<file path="config.mk">
export PLATFORM = sky130hd
export DESIGN_NAME = clr_req_conditioner
export DESIGN_NICKNAME = d
export VERILOG_FILES = /design/src/rtl/clr_req_conditioner.sv
export SDC_FILE = /design/constraint.sdc
export NUM_CORES = 1
export LEC_CHECK = 0
export ABC_AREA = 1
export BUFFER_PORTS_ARGS = -buffer_cell sky130_fd_sc_hd__buf_2
export CAP_MARGIN = 20
export CORE_MARGIN = 5
export CORE_UTILIZATION = 35
export DETAILED_ROUTE_END_ITERATION = 12
export GPL_TIMING_DRIVEN = 0
export PLACE_DENSITY = 0.6
export SYNTH_ARGS = -nofsm -noshare
export SYNTH_HDL_FRONTEND = slang
export SYNTH_SLANG_ARGS = --single-unit
</file>
<file path="constraint.sdc">
create_clock -name clk -period 1.7 [get_ports clk]
set_input_delay 0.255 -clock clk [delete_from_list [all_inputs] [get_ports clk]]
set_output_delay 0.255 -clock clk [all_outputs]
set_load 0.02 [all_outputs]
</file>
<file path="src/rtl/clr_req_conditioner.sv">
// Purpose : conditions three asynchronous clear requests into clean, stretched, single-domain clear pulses,
//           with the 2-bit data path delayed to stay aligned with the clears.
// Latency : req sampled at edge N -> clr high after edge N+2; data_src at edge M -> data_out after edge M+2.
// Backpressure: none; the block free-runs every cycle and never stalls.
//
// Ports:
//   clk            rising-edge clock
//   rst            asynchronous active-high reset; forces every clear high for STRETCH_LEN cycles after release
//   req1..req3     asynchronous clear requests, rising edge triggers a pulse
//   data_src[1:0]  data synchronous to clk
//   clr1..clr3     registered clear lines, high exactly while the channel is stretching
//   data_out[1:0]  data_src through a 3-stage pipeline, never gated
//   busy           registered OR of "channel not idle", one cycle behind the channel state
//
// Build option: define CLR_HOLDOFF_EN to add the HOLDOFF dead time (HOLDOFF_LEN cycles) after every pulse,
// with one pending request remembered per channel during that time.
module clr_req_conditioner #(
   parameter int unsigned STRETCH_LEN = 4,
   parameter int unsigned HOLDOFF_LEN = 8
) (
   input  logic       clk,
   input  logic       rst,
   input  logic       req1,
   input  logic       req2,
   input  logic       req3,
   input  logic [1:0] data_src,
   output logic       clr1,
   output logic       clr2,
   output logic       clr3,
   output logic [1:0] data_out,
   output logic       busy
);

   if (STRETCH_LEN < 1 || STRETCH_LEN > 255) begin : g_bad_stretch
      $error("STRETCH_LEN must be in 1..255");
   end
   if (HOLDOFF_LEN < 1 || HOLDOFF_LEN > 255) begin : g_bad_holdoff
      $error("HOLDOFF_LEN must be in 1..255");
   end

`ifdef CLR_HOLDOFF_EN
   typedef enum logic [1:0] {ST_IDLE, ST_STRETCH, ST_HOLDOFF} state_t;
   localparam logic [7:0] HOLDOFF_LOAD = 8'(HOLDOFF_LEN - 1);
`else
   typedef enum logic [1:0] {ST_IDLE, ST_STRETCH} state_t;
`endif

   localparam logic [7:0] STRETCH_LOAD = 8'(STRETCH_LEN - 1);

   logic [2:0] req_vec;
   logic [2:0] s1_q;
   logic [2:0] s2_q;
   logic [2:0] s3_q;
   logic [2:0] rise;
   logic [2:0] clr_vec;
   logic [2:0] nonidle;
   logic       busy_q;
   logic [1:0] dat0_q;
   logic [1:0] dat1_q;
   logic [1:0] dat2_q;

   assign req_vec = {req3, req2, req1};

   // s1/s2 form the synchroniser; s3 only exists to detect the rising edge of s2.
   always_ff @(posedge clk or posedge rst) begin
      if (rst) begin
         s1_q <= '0;
         s2_q <= '0;
         s3_q <= '0;
      end else begin
         s1_q <= req_vec;
         s2_q <= s1_q;
         s3_q <= s2_q;
      end
   end

   assign rise = s2_q & ~s3_q;

   for (genvar ch = 0; ch < 3; ch++) begin : g_ch
      state_t     state_q;
      state_t     state_d;
      logic [7:0] cnt_q;
      logic [7:0] cnt_d;
      logic       clr_q;
`ifdef CLR_HOLDOFF_EN
      logic       pend_q;
      logic       pend_d;
`endif

      // Reset parks the channel mid-stretch so the downstream register is cleared out of reset.
      always_ff @(posedge clk or posedge rst) begin
         if (rst) begin
            state_q <= ST_STRETCH;
            cnt_q   <= STRETCH_LOAD;
            clr_q   <= 1'b1;
`ifdef CLR_HOLDOFF_EN
            pend_q  <= 1'b0;
`endif
         end else begin
            state_q <= state_d;
            cnt_q   <= cnt_d;
            clr_q   <= (state_d == ST_STRETCH);
`ifdef CLR_HOLDOFF_EN
            pend_q  <= pend_d;
`endif
         end
      end

      always_comb begin
         state_d = state_q;
         cnt_d   = cnt_q;
`ifdef CLR_HOLDOFF_EN
         pend_d  = pend_q;
`endif
         case (state_q)
            ST_IDLE: begin
               if (rise[ch]) begin
                  state_d = ST_STRETCH;
                  cnt_d   = STRETCH_LOAD;
               end
            end
            ST_STRETCH: begin
               // A new edge restarts the full width rather than adding to it.
               if (rise[ch]) begin
                  cnt_d = STRETCH_LOAD;
               end else if (cnt_q == 8'd0) begin
`ifdef CLR_HOLDOFF_EN
                  state_d = ST_HOLDOFF;
                  cnt_d   = HOLDOFF_LOAD;
`else
                  state_d = ST_IDLE;
`endif
               end else begin
                  cnt_d = cnt_q - 8'd1;
               end
            end
`ifdef CLR_HOLDOFF_EN
            ST_HOLDOFF: begin
               // An edge on the final holdoff cycle still counts as pending.
               if (cnt_q == 8'd0) begin
                  pend_d = 1'b0;
                  if (pend_q || rise[ch]) begin
                     state_d = ST_STRETCH;
                     cnt_d   = STRETCH_LOAD;
                  end else begin
                     state_d = ST_IDLE;
                  end
               end else begin
                  cnt_d = cnt_q - 8'd1;
                  if (rise[ch]) begin
                     pend_d = 1'b1;
                  end
               end
            end
`endif
            default: begin
               state_d = ST_IDLE;
            end
         endcase
      end

      assign clr_vec[ch] = clr_q;
      assign nonidle[ch] = (state_q != ST_IDLE);
   end

   always_ff @(posedge clk or posedge rst) begin
      if (rst) begin
         busy_q <= 1'b1;
      end else begin
         busy_q <= |nonidle;
      end
   end

   // Three stages: one per synchroniser flop plus the FSM/clear register.
   always_ff @(posedge clk or posedge rst) begin
      if (rst) begin
         dat0_q <= '0;
         dat1_q <= '0;
         dat2_q <= '0;
      end else begin
         dat0_q <= data_src;
         dat1_q <= dat0_q;
         dat2_q <= dat1_q;
      end
   end

   assign clr1     = clr_vec[0];
   assign clr2     = clr_vec[1];
   assign clr3     = clr_vec[2];
   assign data_out = dat2_q;
   assign busy     = busy_q;

endmodule
</file>
Word-level counts from Yosys, hierarchy flattened --
Index checks and enable logic that the tools add are counted.
Operators by class: add/subtract/negate cells 3, equality and inequality tests 12, mux-type cells 24, bitwise logic cells 2, reductions and logical operators 16
Operators with widths (number):
- two-way mux 8 bit | 9
- case mux 8 bit (2 select lines) | 3
- logical NOT 8 bit | 3
- subtractor 8 x 1 -> 8 bit (second input constant) | 3
- two-way mux 2 bit | 9
- equality test 2 x 1 -> 1 bit (second input constant) | 6
- case mux 2 bit (2 select lines) | 3
- nonzero test 2 bit | 6
- inequality test 3 bit (second input constant) | 3
- AND reduction 3 bit | 3
- logical NOT 2 bit | 3
- inequality test 2 bit (second input constant) | 3
- AND 3 bit | 1
- inverter 3 bit | 1
- OR reduction 3 bit | 1
Word-level totals: register bits after elaboration 49, output and inout bits 6, logic and storage cells 73

Depth between registers and ports, before layout --
depth after elaboration 5, mapped depth 9, mapped depth without buffers 9

Least setup slack after synthesis --
Ideal clock, no wire load.
kind register -> register, from register g_ch[2].cnt_q[0], to register g_ch[2].cnt_q[2], arrival time 1.371 ns, setup slack 0.211 ns, stages on the path, launching flop included 9, clock period less this slack 1.489 ns, cells stage by stage dfstp_2 > inv_1 > ha_1 > nand3_2 > nor2_4 > o21ai_4 > inv_4 > nand2_1 > o21ai_2
On the way: cells in the longest elaborated chain, start to end 4, elaborated cells on any way between the ends 7, those cells by class 1 x add/sub; 1 x eq/ne; 3 x mux; 2 x reduce/logical
Ends and longest elaborated chain:
- start: declaration | line 82 | logic [7:0] cnt_q;
- start signal: assignment | line 101 | cnt_q <= cnt_d;
- subtractor 8 x 1 -> 8 bit | line 134 | cnt_d = cnt_q - 8'd1;
- two-way mux 8 bit | line 126 | end else if (cnt_q == 8'd0) begin
- two-way mux 8 bit | line 124 | if (rise[ch]) begin
- case mux 8 bit (2 select lines) | line 115 | case (state_q)
Parallel ways exist; a longest one is shown, timed or not. The select of a mux whose other input is x is not followed. A chain may end at the register's enable or synchronous reset.

Worst setup path after layout --
from register g_ch[2].cnt_q[0], to register g_ch[2].cnt_q[1]
Same word-level chain as after synthesis.

==> impl_metrics.toml <==
[grt]
grt_use_total_pct = 10.7
grt_max_degree = 40
antenna_found_initial = 0
grt_pass1_wl_mm = 7.42
overflow = 0
grt_pass1_vias = 1627

[clocking]
clock_sinks = 49
clk_pin_slew_ns = 0.10
cts_tree = "yes"
cts-root-buf = "clkbuf_8"
cts.path.max_buffers = 2
htreeDepth = 2
cts_buffers = 5
insertion_delay_ns = 0.31

[critical_path]
critPathCaptureType = "register"
worstPathRequired_ns = 1.94
crit_type = "register to register"
crit_path_max_fanout = 8
start_kind = "register"
cp_data_arrival_time_ns = 1.84

[floorplanning]
die_y_um = 92.2
die-area_um2 = 8500
initial_core_util_pct = 35.4
core_um2 = 6680
die_w_um = 92.2
row_count = 30
io_pins = 13

[timing]
fmax_mhz = 625
fin_crit_sh_pct = 94.2
final_max_slew_viol_count = 0
final.min_clock_period_ns = 1.60
final-hold-violation-count = 0
setup_violations = 0
skew_ns = 0.00419

[final_layout]
layout.nets = 308
syn_to_final_growth_pct = 14.8
fin_util_pct = 40.6
antenna-diode-count = 0
num-fill-cells = 659
drive_above_1_share_pct = 23.6

[synthesis]
synth.yosys.warnings = 0
synth_most_common_cell = "nand2_1"
synth_top_area_share_pct = 38.1
synth_edf_count = 0
synth-main-ff-cell = "dfrtp_1"
synth-seq-area-share_pct = 52.5
synthTopCellsByArea = "dfrtp_1 (38%), dfstp_2 (14%), nand2_1 (9.4%)"
yosys.area.top_type = "dfrtp_1"
synth_common_cells = "nand2_1 (59), dfrtp_1 (36), inv_1 (33), nor2_1 (29), nand3_1 (27)"
ys_ff_latch = 49
syn_area_um2 = 2360
async_reset_ff_share_pct = 100
synthCells = 266
synthDistinctLibCells = 27
syn_avg_cell_area_um2 = 8.89

[route]
drtIter0Drc = 79
drt_wl_total_mm = 4.26
ant_nets = 0
drc = 0
via_per_inst = 4.65
vias = 1750
dr.pass1.iters = 4
wire_per_inst_um = 11.3

[placement]
place_congestion = 0.831
dp.final_hpwl_mm = 2.92
port_buffers = 12

[run_status]
outcome = "completed"

[pwr]
finalPower_w = 0.00301
p_leak_nw = 1.35
power_density_nw_per_um2 = 1110
max-vdd-ir-drop_v = 0.000443

[job]
maxCapViolations = 0

[hold_path]
hp-class = "primary input to register"
## critical path, cell delays in order (launching register included)
cell and delay [ns]:
dfstp_2 0.53, inv_1 0.11, ha_1 0.24, nand3_2 0.09, nor2_4 0.06, o21ai_4 0.23, buf_4 0.17, nand2_1 0.04
o21ai_0 0.07
## cells in the final DEF (no fill, tap or decap), drive strengths merged, types with 2 or more instances in the layout
master / n
conb: 3
o21bai: 3
dfstp: 13
dfrtp: 36
buf: 17
clkbuf: 5
o21ai: 18
inv: 42
nor4: 2
nor2: 36
nand3: 28
nand2: 62
clkinv: 2
nor3: 2
xor2: 7
nand4: 11
ha: 6
## report_power, final
| part | switching (W) | internal [W] | total [W] |
|---|---|---|---|
| combinational | 0.000531 | 0.000302 | 0.000834 |
| clock | 0.000441 | 0.000308 | 0.000749 |
| sequential | 0.0000755 | 0.00135 | 0.00143 |
| total | 0.00105 | 0.00196 | 0.00301 |
## timing repair
action,4_1_cts,5_1_grt
resized for setup,0,4
setup buffers,0,4
endpoints found under the setup margin,0,12
hold buffers,1,0
hold endpoints to repair,7,0
## logic make-up after synthesis
| family | count (synthesis) | share of synthesized area, % |
|---|---|---|
| compound gates | 21 | 6.67 |
| xor+xnor | 7 | 2.59 |
| other cells | 1 | 0.159 |
| fa+ha+maj | 6 | 3.17 |
| simple gates | 142 | 28.3 |
| buf+inv | 40 | 6.56 |
| flops | 49 | 52.5 |
## sequential cells by signal (all words and copies together) (netlist names), 2 cells and up
register      flops
dat1_q            2
s3_q              3
g_ch.state_q      6
g_ch.cnt_q       24
dat0_q            2
data_out          2
s1_q              3
s2_q              3
## layout make-up
| cell class | count | area, um2 | share of cell area [%] |
|---|---|---|---|
| Clock buffer | 5 | 68.8 | 2.53 |
| Clock inverter | 3 | 28.8 | 1.06 |
| Inverter | 40 | 158 | 5.81 |
| Multi-Input combinational cell | 180 | 991 | 36.5 |
| Sequential cell | 49 | 1240 | 45.8 |
| Tap cell | 80 | 100 | 3.69 |
| Timing Repair Buffer | 18 | 120 | 4.42 |
| Timing Repair inverter | 1 | 6.26 | 0.230 |
## per-stage QoR
| step | setup TNS [ns] | instances | cell area [um2] | hold slack [ns] | setup slack [ns] |
|---|---|---|---|---|---|
| after floorplan | 0 | 268 | 2370 | 0.286 | 0.211 |
| after global placement | -11.39 | 360 | 2530 | 0.332 | -0.318 |
| after detailed placement | 0 | 361 | 2550 | 0.217 | 0.0778 |
| after CTS | 0 | 370 | 2660 | 0.0316 | 0.0666 |
| after global routing | -0.0126 | 376 | 2720 | 0.0172 | -0.0126 |
| final | 0 | 376 | 2720 | 0.0446 | 0.0988 |
## worst paths after layout
kind	start	end	slack [ns]	cells past startpoint
setup / recovery	g_ch[2].cnt_q[0]$_DFFE_PP1P_	g_ch[2].cnt_q[1]$_DFFE_PP1P_	0.1	8
hold reg to reg	s1_q[0]$_DFF_PP0_	s2_q[0]$_DFF_PP0_	0.36	0
setup reg to reg	g_ch[2].cnt_q[0]$_DFFE_PP1P_	g_ch[2].cnt_q[1]$_DFFE_PP1P_	0.1	8
hold / removal	req2	s1_q[1]$_DFF_PP0_	0.04	1
max in group asynchronous	rst	clr3$_DFF_PP1_	0.74	4
min in group asynchronous	rst	g_ch[1].cnt_q[2]$_DFFE_PP0P_	0.42	3
## routing by layer
layer	track usage [%]	part of all wire [%]	vias up
met5	0	0	-
met4	4.33	1.1	0
met3	2.54	3.6	5
met2	17.6	49	19
met1	13.6	47	818
li1	-	-	908
(Power assumes the default switching activity.)
